===== src/rtl/mem_arbiter.sv =====
// Arbitrates one single-ported memory between the fetch port and the load/store port.
// Data wins from idle; a completing transfer hands the bus straight to the other waiting port.
module mem_arbiter #(
    parameter int unsigned ADDR_W  = 32,
    parameter int unsigned DATA_W  = 32,
    parameter int unsigned TIMEOUT = 255,
    parameter int unsigned CNT_W   = 8
) (
    input  logic              clk,
    input  logic              rst,
    input  logic              i_req,
    input  logic [ADDR_W-1:0] i_addr,
    output logic [DATA_W-1:0] i_rdata,
    output logic              i_done,
    input  logic              d_req,
    input  logic              d_we,
    input  logic [ADDR_W-1:0] d_addr,
    input  logic [DATA_W-1:0] d_wdata,
    output logic [DATA_W-1:0] d_rdata,
    output logic              d_done,
    output logic              mem_req,
    output logic              mem_we,
    output logic [ADDR_W-1:0] mem_addr,
    output logic [DATA_W-1:0] mem_wdata,
    input  logic [DATA_W-1:0] mem_rdata,
    input  logic              mem_ready,
    output logic              err,
    output logic              err_sticky
);

    typedef enum logic [1:0] {StIdle, StBusyI, StBusyD} state_e;

    localparam bit               WdogEn = (TIMEOUT != 0);
    localparam logic [CNT_W-1:0] CntMax = (TIMEOUT == 0) ? '0 : CNT_W'(TIMEOUT - 1);

    state_e              state_q, state_d;
    logic                we_q, we_d;
    logic [ADDR_W-1:0]   addr_q, addr_d;
    logic [DATA_W-1:0]   wdata_q, wdata_d;
    logic [CNT_W-1:0]    cnt_q, cnt_d;
    logic                err_sticky_q;

    logic busy, timeout_hit, complete;
    logic grant_fetch, grant_data;

    assign busy        = (state_q != StIdle);
    // Abort on the TIMEOUT-th consecutive cycle without mem_ready.
    assign timeout_hit = WdogEn && busy && !mem_ready && (cnt_q == CntMax);
    assign complete    = busy && (mem_ready || timeout_hit);

    assign mem_req    = busy;
    assign mem_we     = (state_q == StBusyD) && we_q;
    assign mem_addr   = addr_q;
    assign mem_wdata  = wdata_q;

    assign i_done     = complete && (state_q == StBusyI);
    assign d_done     = complete && (state_q == StBusyD);
    assign i_rdata    = (i_done && mem_ready) ? mem_rdata : '0;
    assign d_rdata    = (d_done && mem_ready && !we_q) ? mem_rdata : '0;
    assign err        = timeout_hit;
    assign err_sticky = err_sticky_q;

    always_comb begin
        state_d     = state_q;
        we_d        = we_q;
        addr_d      = addr_q;
        wdata_d     = wdata_q;
        cnt_d       = cnt_q;
        grant_fetch = 1'b0;
        grant_data  = 1'b0;

        // The completing port's req is still high in its done cycle, so it is not looked at.
        unique case (state_q)
            StIdle: begin
                grant_data  = d_req;
                grant_fetch = i_req && !d_req;
            end
            StBusyI: begin
                if (complete) begin
                    grant_data = d_req;
                    if (!d_req) state_d = StIdle;
                end
            end
            StBusyD: begin
                if (complete) begin
                    grant_fetch = i_req;
                    if (!i_req) state_d = StIdle;
                end
            end
            default: state_d = StIdle;
        endcase

        if (WdogEn && busy && !mem_ready && !timeout_hit) begin
            cnt_d = cnt_q + 1'b1;
        end

        if (grant_data) begin
            state_d = StBusyD;
            we_d    = d_we;
            addr_d  = d_addr;
            wdata_d = d_wdata;
            cnt_d   = '0;
        end else if (grant_fetch) begin
            state_d = StBusyI;
            we_d    = 1'b0;
            addr_d  = i_addr;
            wdata_d = '0;
            cnt_d   = '0;
        end
    end

    always_ff @(posedge clk or posedge rst) begin
        if (rst) begin
            state_q      <= StIdle;
            we_q         <= 1'b0;
            addr_q       <= '0;
            wdata_q      <= '0;
            cnt_q        <= '0;
            err_sticky_q <= 1'b0;
        end else begin
            state_q      <= state_d;
            we_q         <= we_d;
            addr_q       <= addr_d;
            wdata_q      <= wdata_d;
            cnt_q        <= cnt_d;
            err_sticky_q <= err_sticky_q | timeout_hit;
        end
    end

endmodule


===== config.mk =====
export PLATFORM = sky130hd
export DESIGN_NAME = mem_arbiter
export DESIGN_NICKNAME = d
export VERILOG_FILES = /design/src/rtl/mem_arbiter.sv
export SDC_FILE = /design/constraint.sdc
export NUM_CORES = 1
export LEC_CHECK = 0
export CAP_MARGIN = 20
export CORE_MARGIN = 2
export CORE_UTILIZATION = 33
export CTS_BUF_LIST = sky130_fd_sc_hd__clkbuf_8
export CTS_CLUSTER_DIAMETER = 100
export DETAILED_ROUTE_END_ITERATION = 7
export PLACE_DENSITY = 0.79
export SETUP_SLACK_MARGIN = 0.05
export SLEW_MARGIN = 40
export SYNTH_ARGS = -nofsm -noshare
export SYNTH_HDL_FRONTEND = slang
export SYNTH_SLANG_ARGS = --single-unit

===== constraint.sdc =====
create_clock -name clk -period 2.41 [get_ports clk]
set_input_delay 0.482 -clock clk [delete_from_list [all_inputs] [get_ports clk]]
set_output_delay 0.482 -clock clk [all_outputs]
set_load 0.03 [all_outputs]

==> results.rst, run 1 <==
.. list-table::
   :header-rows: 1

   * - Metric
     - Value
   * - Number of port buffers
     - 267
   * - Violated checks
     - design-rule violations
   * - Cell area after technology mapping
     - approximately 0.0039 mm^2
   * - Clk Latency, worst-skew pair
     - about 350 ps
   * - Die outline height
     - roughly 110 um
   * - # H-tree levels
     - 3
   * - Maximum frequency from static timing analysis
     - between 400 and 500 MHz
   * - Met1 track utilization from global routing
     - 26.2%
   * - Antenna cells
     - 0
   * - Area share of the largest cell type after synthesis
     - between 40% and 50%
   * - Placed wire-length estimate after detailed placement
     - ~11 mm
   * - Critical Setup Path Class
     - flip-flop to output pin
   * - Power per cell area
     - approximately 900 mW/mm^2
   * - Startpoint of the worst-slack reg-to-reg timing path
     - cnt_q[0]
   * - Post-synthesis sequential area ratio
     - 48.4%
   * - R2R setup slack
     - about 480 ps
   * - Sum of routed wire length over all layers
     - between 10 and 15 mm
   * - Post-Synthesis Mean Instance Area
     - 10.5 um^2
   * - Register share of total power
     - a little under a third
   * - Number of clock sinks
     - between 70 and 80
   * - Routability Congestion
     - between 0.8 and 0.9
   * - Share of layout cells above drive strength 1
     - between 10% and 20%
   * - Total congestion overflow
     - 0
   * - Antenna-violating nets left
     - 0
   * - Overall track demand over capacity in global routing
     - a little over a fifth
   * - Count of pins on the block boundary
     - about 270
   * - Fraction of power consumed by combinational cells
     - 54.2%
   * - DRC violation total after the first TritonRoute iteration
     - between 200 and 250
   * - Clock-pin slew reported for the worst setup and hold paths after clock tree synthesis
     - 80 ps
   * - Global routing usage on met3
     - between 5 and 6%
   * - Via count of the first global-routing pass
     - around 4.3k
   * - Post-synth net total
     - just over 500
   * - Effective utilization at floorplan
     - 34.1%
   * - Largest net degree at the start of global routing
     - 38
   * - Type of the most critical hold path
     - primary input to async pin
   * - Design Power
     - between 6 and 7 mW
   * - Final setup violation count
     - 0
   * - Endpoint required time on the critical path
     - between 1500 and 2000 ps
   * - Top cell types by occurrence after synthesis
     - 76 x sky130_fd_sc_hd__dfrtp_1, 65 x sky130_fd_sc_hd__and2_1, 37 x sky130_fd_sc_hd__o21ai_0
   * - Worst slew slack as a fraction of its limit
     - approximately two thirds
   * - Number of warning messages in the yosys log
     - 0
   * - Final critical-path required period
     - approximately 2200 ps
   * - Leak pwr
     - around 3.0 nW
   * - Die boundary width
     - between 100 and 150 um
   * - Period utilisation layout
     - around 93%
   * - Clock buffer count from CTS
     - 9
   * - Busiest layer in global routing
     - met2
   * - Number of max-cap violations
     - 0
   * - Biggest area consumer among synthesized cells
     - sky130_fd_sc_hd__dfrtp_1
   * - Cell-internal power
     - roughly 3.7 mW
   * - Run status
     - finished with violations
   * - Slew of the pin with the lowest slew margin
     - slightly below 500 ps
   * - Total of hold buffers inserted after clock tree synthesis
     - 0
   * - Synthesized flop and latch total
     - 76
   * - Sw frac
     - approximately two fifths
   * - First element of the critical path
     - state_q[0]
   * - Total negative slack
     - 0 ps
   * - Cells after synthesis
     - 373
   * - Die Outline Area
     - between 0.01 and 0.015 mm^2
   * - Switching power of the nets
     - about 2.6 mW
   * - Top area cells in the synthesized netlist
     - sky130_fd_sc_hd__dfrtp_1 48%, sky130_fd_sc_hd__and2_1 10%, sky130_fd_sc_hd__a22o_1 7.6%
   * - Number of antenna violations at the first check in global routing
     - 0
   * - Avg WL per Cell
     - between 15 and 20 um
   * - Crit path arrival time
     - between 1500 and 2000 ps
   * - Final hold violation count
     - 0
   * - Kind of start point of the critical path
     - flip-flop
   * - Overall via count from detail_route
     - 4161
   * - GR met2 Demand/Resource
     - about 36%
   * - Worst vdd rail ir drop
     - ~550 uV
   * - Number of standard-cell rows in the floorplan
     - 39
   * - Most instantiated flip-flop cell in the synthesis netlist
     - sky130_fd_sc_hd__dfrtp_1
   * - Library cells used by synthesis
     - 36
   * - Remaining routing DRC violations
     - 14
   * - CP Capture Type
     - output pin
   * - Number of standard cells in the layout, taps in and fillers out
     - between 700 and 800
   * - Root buffer cell
     - sky130_fd_sc_hd__clkbuf_8
   * - Worst Skew
     - 7.80 ps
   * - Net count reported at finish
     - ~780
   * - Signed area change from the synthesized netlist to the final layout
     - 78.4%
   * - Clk buf depth
     - 2
   * - Wire length of the first global-routing pass
     - approximately 22 mm
   * - Dominant cell by count in the synthesized netlist
     - sky130_fd_sc_hd__dfrtp_1
   * - Clock tree from TritonCTS
     - built
   * - Cell count after placement
     - around 770
   * - Worst Path Max Fanout
     - 19
   * - Detailed Routing Iterations Pass 1
     - 7
   * - Number of max-slew violations in the final report
     - 0
   * - Core region area
     - 0.0115 mm^2
   * - Number of enable-type register cells in the synthesized netlist
     - 0
   * - FFs w/ async S/R, synth
     - 100%
   * - Clock group share of total power
     - between 10% and 20%
   * - Post-DR vias/cell
     - ~5.3
   * - RSZ-0062 raised after global routing
     - false
==> critical path: stages, from the launching register on <==
cell	delay [ps]
sky130_fd_sc_hd__dfrtp_2	430
sky130_fd_sc_hd__nand2b_2	230
sky130_fd_sc_hd__nor3_4	250
sky130_fd_sc_hd__buf_6	190
sky130_fd_sc_hd__and2_1	150
sky130_fd_sc_hd__buf_4	160
==> logic make-up (layout without fill, tap and decap cells) <==
logic type | count (synthesis) | after routing | share of synthesized area (%)
buffers and inverters | 42 | 313 | 4.75
xor gates and xnor gates | 3 | 3 | 0.669
DFF | 76 | 76 | 48.4
and+or+nand+nor | 102 | 102 | 15.8
adders and majority gates | 2 | 2 | 0.637
AOI/OAI and AO/OA | 148 | 148 | 29.7
==> state kept, by name, summed over array words and instances, names as in the netlist <==
name        cells
mem_wdata      32
mem_addr       32
cnt_q           8
err_sticky      1
we_q            1
state_q         2
==> layout by cell type (no fill, tap or decap), types with 2 or more instances in the layout <==
cell                                n
sky130_fd_sc_hd__clkdlybuf4s50_1  199
sky130_fd_sc_hd__o211a_1            3
sky130_fd_sc_hd__a32oi_1           32
sky130_fd_sc_hd__nand2_1            3
sky130_fd_sc_hd__buf_6              3
sky130_fd_sc_hd__or2_2              2
sky130_fd_sc_hd__o21ai_0           37
sky130_fd_sc_hd__nor2_1             8
sky130_fd_sc_hd__and2_1            65
sky130_fd_sc_hd__ha_1               2
sky130_fd_sc_hd__clkinv_2           2
sky130_fd_sc_hd__dfrtp_1           75
sky130_fd_sc_hd__buf_12            11
sky130_fd_sc_hd__a21oi_1            2
sky130_fd_sc_hd__nand3_1            2
sky130_fd_sc_hd__xnor2_1            3
sky130_fd_sc_hd__a211oi_1           2
sky130_fd_sc_hd__clkbuf_8           9
sky130_fd_sc_hd__inv_1              5
sky130_fd_sc_hd__nor3_1             2
sky130_fd_sc_hd__or3_1              4
sky130_fd_sc_hd__nor4_1             2
sky130_fd_sc_hd__a2bb2oi_1         32
sky130_fd_sc_hd__clkinvlp_4         2
sky130_fd_sc_hd__clkinv_4           2
sky130_fd_sc_hd__nor2_2             3
sky130_fd_sc_hd__buf_4             77
sky130_fd_sc_hd__a22o_1            34
==> power groups by stage <==
stage | Combinational (mW) | Sequential [mW] | Clock, mW
3_5_place_dp | 3.40 | 1.97 | 0
2_1_floorplan | 1.10 | 2.72 | 0
5_1_grt | 3.62 | 2.01 | 1.04
6_report | 3.43 | 1.95 | 0.947
3_3_place_gp | 3.35 | 1.96 | 0
4_1_cts | 3.41 | 1.96 | 0.991
==> path summary, 6_finish.rpt <==
path                                 end  cells past startpoint
max reg2reg                mem_wdata[25]                      8
min reg2reg                   err_sticky                      1
max                          d_rdata[24]                      5
min                             cnt_q[6]                      2
max in group asynchronous  mem_wdata[24]                      3
min in group clk              err_sticky                      1
==> per-layer routing <==
layer	wire length (um)	share of wire (%)
met2	6880	49
met5	0	0
met4	382	2.7
met3	1100	7.9
met1	5600	40
==> through the flow <==
step	instance area [um^2]	util (%)	worst slack, ps	hold slack, ps
final	7010	60.9	166	461
after global routing	7010	60.9	84.1	472
after CTS	6960	60.5	68.1	458
after detailed placement	6770	58.8	79.1	463
after global placement	6770	58.8	117	454
after floorplan	3930	-	278	489
==> final cells by class <==
type	instances	area [um^2]
repair buffers	291	2830
flip-flops and latches	76	1900
clock buffers	9	124
clock inverters	7	68.8
fillers	969	4510
multi-input cells	255	1880
inverters	6	26.3
well taps	143	179
==> timing repair <==
item | in CTS | in global routing
gates resized for setup | 3 | 9
setup buffers | 0 | 2
cloned | 0 | 0
pin swaps | 0 | 1
setup endpoints to repair | 7 | 54
No activity file was read; power rests on OpenSTA's default activity.
==> run 2, diff against run 1 <==
--- a/config.mk
+++ b/config.mk
@@ -6,7 +6,7 @@
 export NUM_CORES = 1
 export LEC_CHECK = 0
 export CAP_MARGIN = 20
-export CORE_MARGIN = 2
+export CORE_MARGIN = 3
 export CORE_UTILIZATION = 33
 export CTS_BUF_LIST = sky130_fd_sc_hd__clkbuf_8
 export CTS_CLUSTER_DIAMETER = 100
==> run 2 against run 1 <==
Compared with the run above:
- the run now ends clean
- clock power is 11% higher
- power up 1.4%
- routed wire length increased by 0.46%
- sequential power about the same
- largest cell class unchanged
- highest routed layer unchanged
- cell count unchanged
- combinational power is essentially flat
- fmax is 0.11% lower
- critical endpoint is now err
- register-to-register slack got worse by 50 ps
- critical path type is now primary input to output pin
- critical path depth is the same
==> results.rst, run 2 (same netlist as run 1, synthesis figures left out) <==
.. list-table::
   :header-rows: 1

   * - Metric
     - Value
   * - Final setup violation count
     - 0 (unchanged)
   * - Post-DR vias/cell
     - 5.16 (-2.5%)
   * - Endpoint required time on the critical path
     - 1930 ps (about the same)
   * - Final hold violation count
     - 0 (unchanged)
   * - Via count of the first global-routing pass
     - 4220 (-1.4%)
   * - Worst Slack Setup Final
     - 164 ps (-2.50 ps)
   * - Worst vdd rail ir drop
     - 468 uV (-15%)
   * - Effective utilization at floorplan
     - 34.1% (unchanged)
   * - Clock tree from TritonCTS
     - built
   * - Clock-pin slew reported for the worst setup and hold paths after clock tree synthesis
     - 80 ps (about the same)
   * - Final design area excluding fillers
     - 0.00699 mm^2 (-0.23%)
   * - Overall track demand over capacity in global routing
     - 20.1% (-1.2 points)
   * - Startpoint of the worst-slack reg-to-reg timing path
     - cnt_q[0]
   * - Number of max-cap violations
     - 0 (unchanged)
   * - Most frequent cells in the layout
     - 200 x sky130_fd_sc_hd__clkdlybuf4s50_1, 84 x sky130_fd_sc_hd__buf_4, 76 x sky130_fd_sc_hd__dfrtp_1
   * - Sum of routed wire length over all layers
     - 14.0 mm (+0.46%)
   * - R2R setup slack
     - 430 ps (-50 ps)
   * - Worst Skew
     - 12.2 ps (+4.36 ps)
   * - Number of standard cells in the layout, taps in and fillers out
     - 787 (unchanged)
   * - DRC violation total after the first TritonRoute iteration
     - 255 (+9.9%)
   * - Crit path arrival time
     - 1760 ps (about the same)
   * - Type of the most critical hold path
     - flip-flop to flip-flop
   * - Die outline height
     - 115 um (+1.8%)
   * - Design Power
     - 6.42 mW (+1.4%)
   * - Die boundary width
     - 115 um (+1.8%)
   * - Clock buffer count from CTS
     - 9 (unchanged)
   * - Clk Latency, worst-skew pair
     - 330 ps (-20 ps)
   * - Critical register-to-register path endpoint
     - mem_addr[5]
   * - Antenna cells
     - 0 (unchanged)
   * - Origin of the worst min-delay path
     - err_sticky
   * - Net count reported at finish
     - 776 (+0.13%)
   * - RSZ-0062 raised after global routing
     - false
   * - Period utilisation layout
     - 93.2% (+0.10 points)
   * - Number of standard-cell rows in the floorplan
     - 39 (unchanged)
   * - Share of layout cells above drive strength 1
     - 18.9% (-0.31 points)
   * - Avg WL per Cell
     - 17.8 um (+0.46%)
   * - Hold Path Cell Cnt
     - 1
   * - Core region area
     - 0.0115 mm^2 (unchanged)
   * - Wire length of the first global-routing pass
     - 21.3 mm (-3.3%)
   * - Worst slew slack as a fraction of its limit
     - 62.2% (-4.9 points)
   * - Total of hold buffers inserted after clock tree synthesis
     - 0 (unchanged)
   * - Number of clock sinks
     - 76 (unchanged)
   * - Cell count after placement
     - 772 (+0.39%)
   * - Signed area change from the synthesized netlist to the final layout
     - 78.0%
   * - Power per cell area
     - 917 mW/mm^2 (+1.6%)
   * - Critical Setup Path Class
     - primary input to output pin
   * - Largest net degree at the start of global routing
     - 44 (+16%)
   * - End point of the worst hold path
     - err_sticky
   * - Number of antenna violations at the first check in global routing
     - 0 (unchanged)
   * - Worst reg2reg path depth
     - 8 (unchanged)
   * - Final critical-path required period
     - 2250 ps (+2.50 ps)
   * - Worst hold-check slack
     - 482 ps (+20.5 ps)
   * - Clk buf depth
     - 2 (unchanged)
   * - # H-tree levels
     - 3 (unchanged)
   * - Total congestion overflow
     - 0 (unchanged)
   * - Root buffer cell
     - sky130_fd_sc_hd__clkbuf_8
   * - Placed wire-length estimate after detailed placement
     - 10.7 mm (+2.0%)
   * - Core utilization of the finished layout
     - 60.7% (-0.14 points)
   * - Maximum frequency from static timing analysis
     - 445 MHz (-0.11%)
   * - Detailed Routing Iterations Pass 1
     - 4 (-3)
   * - Number of port buffers
     - 267 (unchanged)
   * - Kind of start point of the critical path
     - primary input
   * - Run status
     - finished clean
   * - Number of max-slew violations in the final report
     - 0 (unchanged)
   * - Die Outline Area
     - 0.0133 mm^2 (+3.6%)
   * - Slew of the pin with the lowest slew margin
     - 567 ps (+86.3 ps)
   * - Count of pins on the block boundary
     - 268 (unchanged)
   * - Post-Place Cell Area
     - 0.00675 mm^2 (-0.22%)
   * - Overall via count from detail_route
     - 4059 (-2.5%)
   * - Routability Congestion
     - 0.811 (-0.36%)
   * - CP Capture Type
     - output pin
   * - Total negative slack
     - 0 ps (unchanged)
   * - Antenna-violating nets left
     - 0 (unchanged)
   * - Leak pwr
     - 3.04 nW (about the same)
   * - Setup slack after placement
     - 44.4 ps (-34.7 ps)
   * - Remaining routing DRC violations
     - 0 (-14)
   * - Commonest non-fill, non-tap cell in the layout
     - sky130_fd_sc_hd__clkdlybuf4s50_1
   * - Worst Path Max Fanout
     - 4 (-15)
-- run 2: power by group --
part           leakage (nW)  internal (mW)  switching (mW)  total (mW)
Combinational          1.99           1.52            1.90        3.42
Sequential            0.932           1.69           0.260        1.95
Clock                 0.114          0.603           0.443        1.05
Total                  3.04           3.82            2.60        6.42
-- run 2: timing repair --
| item | CTS | global route |
|---|---|---|
| pin swaps | 1 | 0 |
| endpoints found under the setup margin | 6 | 67 |
| resized for setup | 1 | 6 |
| cloned | 0 | 0 |
| buffers inserted | 0 | 0 |
-- run 2: layout make-up --
type | instances | area (um^2)
fill | 956 | 4520
timing repair buffer | 292 | 2790
sequential | 76 | 1900
multi-input combinational | 255 | 1880
tap | 143 | 179
clock buffer | 10 | 138
clock inverter | 5 | 77.6
inverter | 6 | 26.3
-- run 2: per-layer routing --
layer	track usage, %	vias up	wire (um)
met5	0	-	0
met4	8.37	0	363
met3	4.79	28	1120
met2	32.3	201	6760
met1	26.2	1886	5790
li1	-	1944	-
-- run 2: worst max path at each step --
stage               start     endpoint  depth (start not counted)
2_1_floorplan    cnt_q[0]          err                          4
3_3_place_gp    mem_ready  d_rdata[17]                          6
3_5_place_dp    mem_ready  d_rdata[17]                          6
4_1_cts        state_q[0]       mem_we                          3
5_1_grt        state_q[1]  i_rdata[29]                          5
6_report        mem_ready          err                          5
-- run 2: worst max-delay path, cell delays in order --
cell                              delay, ps
sky130_fd_sc_hd__clkdlybuf4s50_1        450
sky130_fd_sc_hd__buf_4                  170
sky130_fd_sc_hd__o21bai_1               200
sky130_fd_sc_hd__nor3_1                 240
sky130_fd_sc_hd__buf_4                  220
==> run 3, diff against run 2 <==
--- a/config.mk
+++ b/config.mk
@@ -6,6 +6,7 @@
 export NUM_CORES = 1
 export LEC_CHECK = 0
 export CAP_MARGIN = 20
+export CORE_ASPECT_RATIO = 2
 export CORE_MARGIN = 3
 export CORE_UTILIZATION = 33
 export CTS_BUF_LIST = sky130_fd_sc_hd__clkbuf_8
==> run 3 against run 2 <==
Compared with the run above:
- clock-buffer cell count decreased by 1
- critical path depth unchanged
- combinational power up 4%
- clock power down 11%
- global-route usage rose by 4.5 points
- largest power group unchanged
- via count increased by 5.8%
- non-clock buffer count decreased by 3
- core utilization increased by 0.84 points
- hold slack worse by 8.5 ps
==> results.rst, run 3 (same netlist as run 1, synthesis figures left out) <==
.. list-table::
   :header-rows: 1

   * - Metric
     - Value
   * - Run status
     - finished clean
   * - Worst Skew
     - 14.0 ps (+1.87 ps)
   * - Setup slack after placement
     - 35.0 ps (-9.34 ps)
   * - Cell-internal power
     - 3.72 mW (-2.5%)
   * - Startpoint of the worst-slack reg-to-reg timing path
     - cnt_q[0]
   * - Worst hold-check slack
     - 473 ps (-8.53 ps)
   * - Net count reported at finish
     - 773 (-0.39%)
   * - Placed wire-length estimate after detailed placement
     - 12.7 mm (+18%)
   * - Worst vdd rail ir drop
     - 444 uV (-5.3%)
   * - Antenna-violating nets left
     - 0 (unchanged)
   * - Number of port buffers
     - 267 (unchanged)
   * - Critical register-to-register path endpoint
     - mem_wdata[9]
   * - Sum of routed wire length over all layers
     - 16.7 mm (+19%)
   * - Total of hold buffers inserted after clock tree synthesis
     - 0 (unchanged)
   * - Die boundary width
     - 83.2 um (-28%)
   * - Number of max-cap violations
     - 0 (unchanged)
   * - Leak pwr
     - 3.05 nW (+0.49%)
   * - DRC violation total after the first TritonRoute iteration
     - 185 (-27%)
   * - Slew of the pin with the lowest slew margin
     - 612 ps (+44.7 ps)
   * - Wire length of the first global-routing pass
     - 25.5 mm (+20%)
   * - Core region area
     - 0.0115 mm^2 (-0.21%)
   * - Count of pins on the block boundary
     - 268 (unchanged)
   * - Die Outline Area
     - 0.0133 mm^2 (+0.60%)
   * - Worst reg2reg path depth
     - 7 (-1)
   * - Cell count after placement
     - 765 (-0.91%)
   * - Clk buf depth
     - 2 (unchanged)
   * - Clock-pin slew reported for the worst setup and hold paths after clock tree synthesis
     - 80 ps (about the same)
   * - Worst slew slack as a fraction of its limit
     - 58.2% (-4.0 points)
   * - Period utilisation layout
     - 95.5% (+2.2 points)
   * - Detailed Routing Iterations Pass 1
     - 4 (unchanged)
   * - Clock buffer count from CTS
     - 9 (unchanged)
   * - Avg WL per Cell
     - 21.3 um (+19%)
   * - Final critical-path required period
     - 2300 ps (+54.1 ps)
   * - Maximum frequency from static timing analysis
     - 435 MHz (-2.4%)
   * - Crit path arrival time
     - 1820 ps (+60 ps)
   * - Clock group share of total power
     - 14.6% (-1.7 points)
   * - Final hold violation count
     - 0 (unchanged)
   * - Die outline height
     - 160 um (+39%)
   * - # H-tree levels
     - 3 (unchanged)
   * - Endpoint required time on the critical path
     - 1930 ps (about the same)
   * - Fraction of power consumed by combinational cells
     - 55.0% (+1.7 points)
   * - Register share of total power
     - 30.4% (about the same)
   * - Overall via count from detail_route
     - 4295 (+5.8%)
   * - Total negative slack
     - 0 ps (unchanged)
   * - Number of antenna violations at the first check in global routing
     - 3 (+3)
   * - Worst Path Max Fanout
     - 16 (+12)
   * - Share of layout cells above drive strength 1
     - 19.2% (+0.24 points)
   * - Clk Latency, worst-skew pair
     - 360 ps (+30 ps)
   * - Largest net degree at the start of global routing
     - 77 (+75%)
   * - First element of the critical path
     - state_q[0]
   * - Signed area change from the synthesized netlist to the final layout
     - 80.1%
   * - Number of max-slew violations in the final report
     - 0 (unchanged)
   * - Number of standard cells in the layout, taps in and fillers out
     - 785 (-0.25%)
   * - Type of the most critical hold path
     - flip-flop to flip-flop
   * - Post-DR vias/cell
     - 5.47 (+6.1%)
   * - Routability Congestion
     - 0.877 (+8.1%)
   * - Commonest non-fill, non-tap cell in the layout
     - sky130_fd_sc_hd__clkdlybuf4s50_1
   * - Total congestion overflow
     - 0 (unchanged)
   * - Final setup violation count
     - 0 (unchanged)
   * - Clock tree from TritonCTS
     - built
   * - Root buffer cell
     - sky130_fd_sc_hd__clkbuf_8
   * - Overall track demand over capacity in global routing
     - 24.6% (+4.5 points)
   * - Kind of start point of the critical path
     - flip-flop
   * - Worst Slack Setup Final
     - 110 ps (-54.1 ps)
   * - Power per cell area
     - 908 mW/mm^2 (-1.0%)
   * - CP Capture Type
     - output pin
   * - End of the critical path
     - d_rdata[27]
   * - Sw frac
     - 42.1% (+1.6 points)
   * - Number of standard-cell rows in the floorplan
     - 55 (+41%)
   * - Remaining routing DRC violations
     - 0 (unchanged)
   * - Most frequent cells in the layout
     - 198 x sky130_fd_sc_hd__clkdlybuf4s50_1, 75 x sky130_fd_sc_hd__dfrtp_1, 72 x sky130_fd_sc_hd__buf_4
   * - R2R setup slack
     - 350 ps (-80 ps)
   * - Number of clock sinks
     - 76 (unchanged)
   * - RSZ-0062 raised after global routing
     - true
   * - Switching power of the nets
     - 2.70 mW (+4.0%)
   * - Via count of the first global-routing pass
     - 4581 (+8.6%)
   * - Critical Setup Path Class
     - flip-flop to output pin
   * - Effective utilization at floorplan
     - 34.2% (+0.071 points)
==> run 3: cell count changes in the layout (fill, tap and decap cells not counted), sizes merged <==
cell / change
dlygate4sd2: +2
clkinv: +3
inv: -1
clkbuf: -1
buf: -4
bufinv: -1
bufbuf: +1
clkdlybuf4s50: -2
diode: +2
==> run 3: layout make-up <==
cell class / count / area, um^2
tap: 142 / 178
inverter: 6 / 27.5
clock inverter: 6 / 57.6
fill: 955 / 4420
clock buffer: 9 / 124
antenna: 2 / 5.00
sequential: 76 / 1900
multi-input combinational: 255 / 1910
timing repair buffer: 289 / 2880
==> run 3: metrics by stage <==
step           util, %  instance area (um^2)  total power, mW
3_5_place_dp      59.1                  6790             5.45
3_3_place_gp      59.1                  6790             5.36
5_1_grt           61.5                  7070             6.72
6_report          61.6                  7080             6.42
4_1_cts           61.2                  7040             6.44
2_1_floorplan        -                  3930             3.82
==> run 3: how the worst min path moves through the flow <==
| stage | cells after the start | endpoint | start |
|---|---|---|---|
| 3_5_place_dp | 1 | err_sticky | err_sticky |
| 3_3_place_gp | 1 | err_sticky | err_sticky |
| 4_1_cts | 1 | err_sticky | err_sticky |
| 5_1_grt | 1 | err_sticky | err_sticky |
| 2_1_floorplan | 1 | we_q | we_q |
| 6_report | 1 | err_sticky | err_sticky |
==> run 3: power by group through the flow <==
stage | registers (mW) | logic (mW) | clock network [mW]
floorplan | 2.72 | 1.10 | 0
global placement | 1.93 | 3.43 | 0
detailed placement | 1.96 | 3.49 | 0
CTS | 1.95 | 3.54 | 0.956
global route | 2.00 | 3.71 | 1.01
finish | 1.95 | 3.54 | 0.935
==> run 3: timing repair <==
action	4_1_cts	5_1_grt
pin swaps	0	1
buffers inserted	1	1
setup endpoints to repair	36	39
resized for setup	10	7
gates cloned	1	0
==> run 3: critical path: stages, from the launching register on <==
cell                        delay [ps]
sky130_fd_sc_hd__dfrtp_1           430
sky130_fd_sc_hd__nand2b_4          190
sky130_fd_sc_hd__nor3_4            250
sky130_fd_sc_hd__bufbuf_16         320
sky130_fd_sc_hd__and2_1            130
sky130_fd_sc_hd__buf_4             150
==> run 3: layer usage <==
metal	track usage [%]	part of all wire, %
met1	28.3	38
met2	42.2	51
met3	7.29	7.9
met4	10.6	3.6
met5	0	0.16
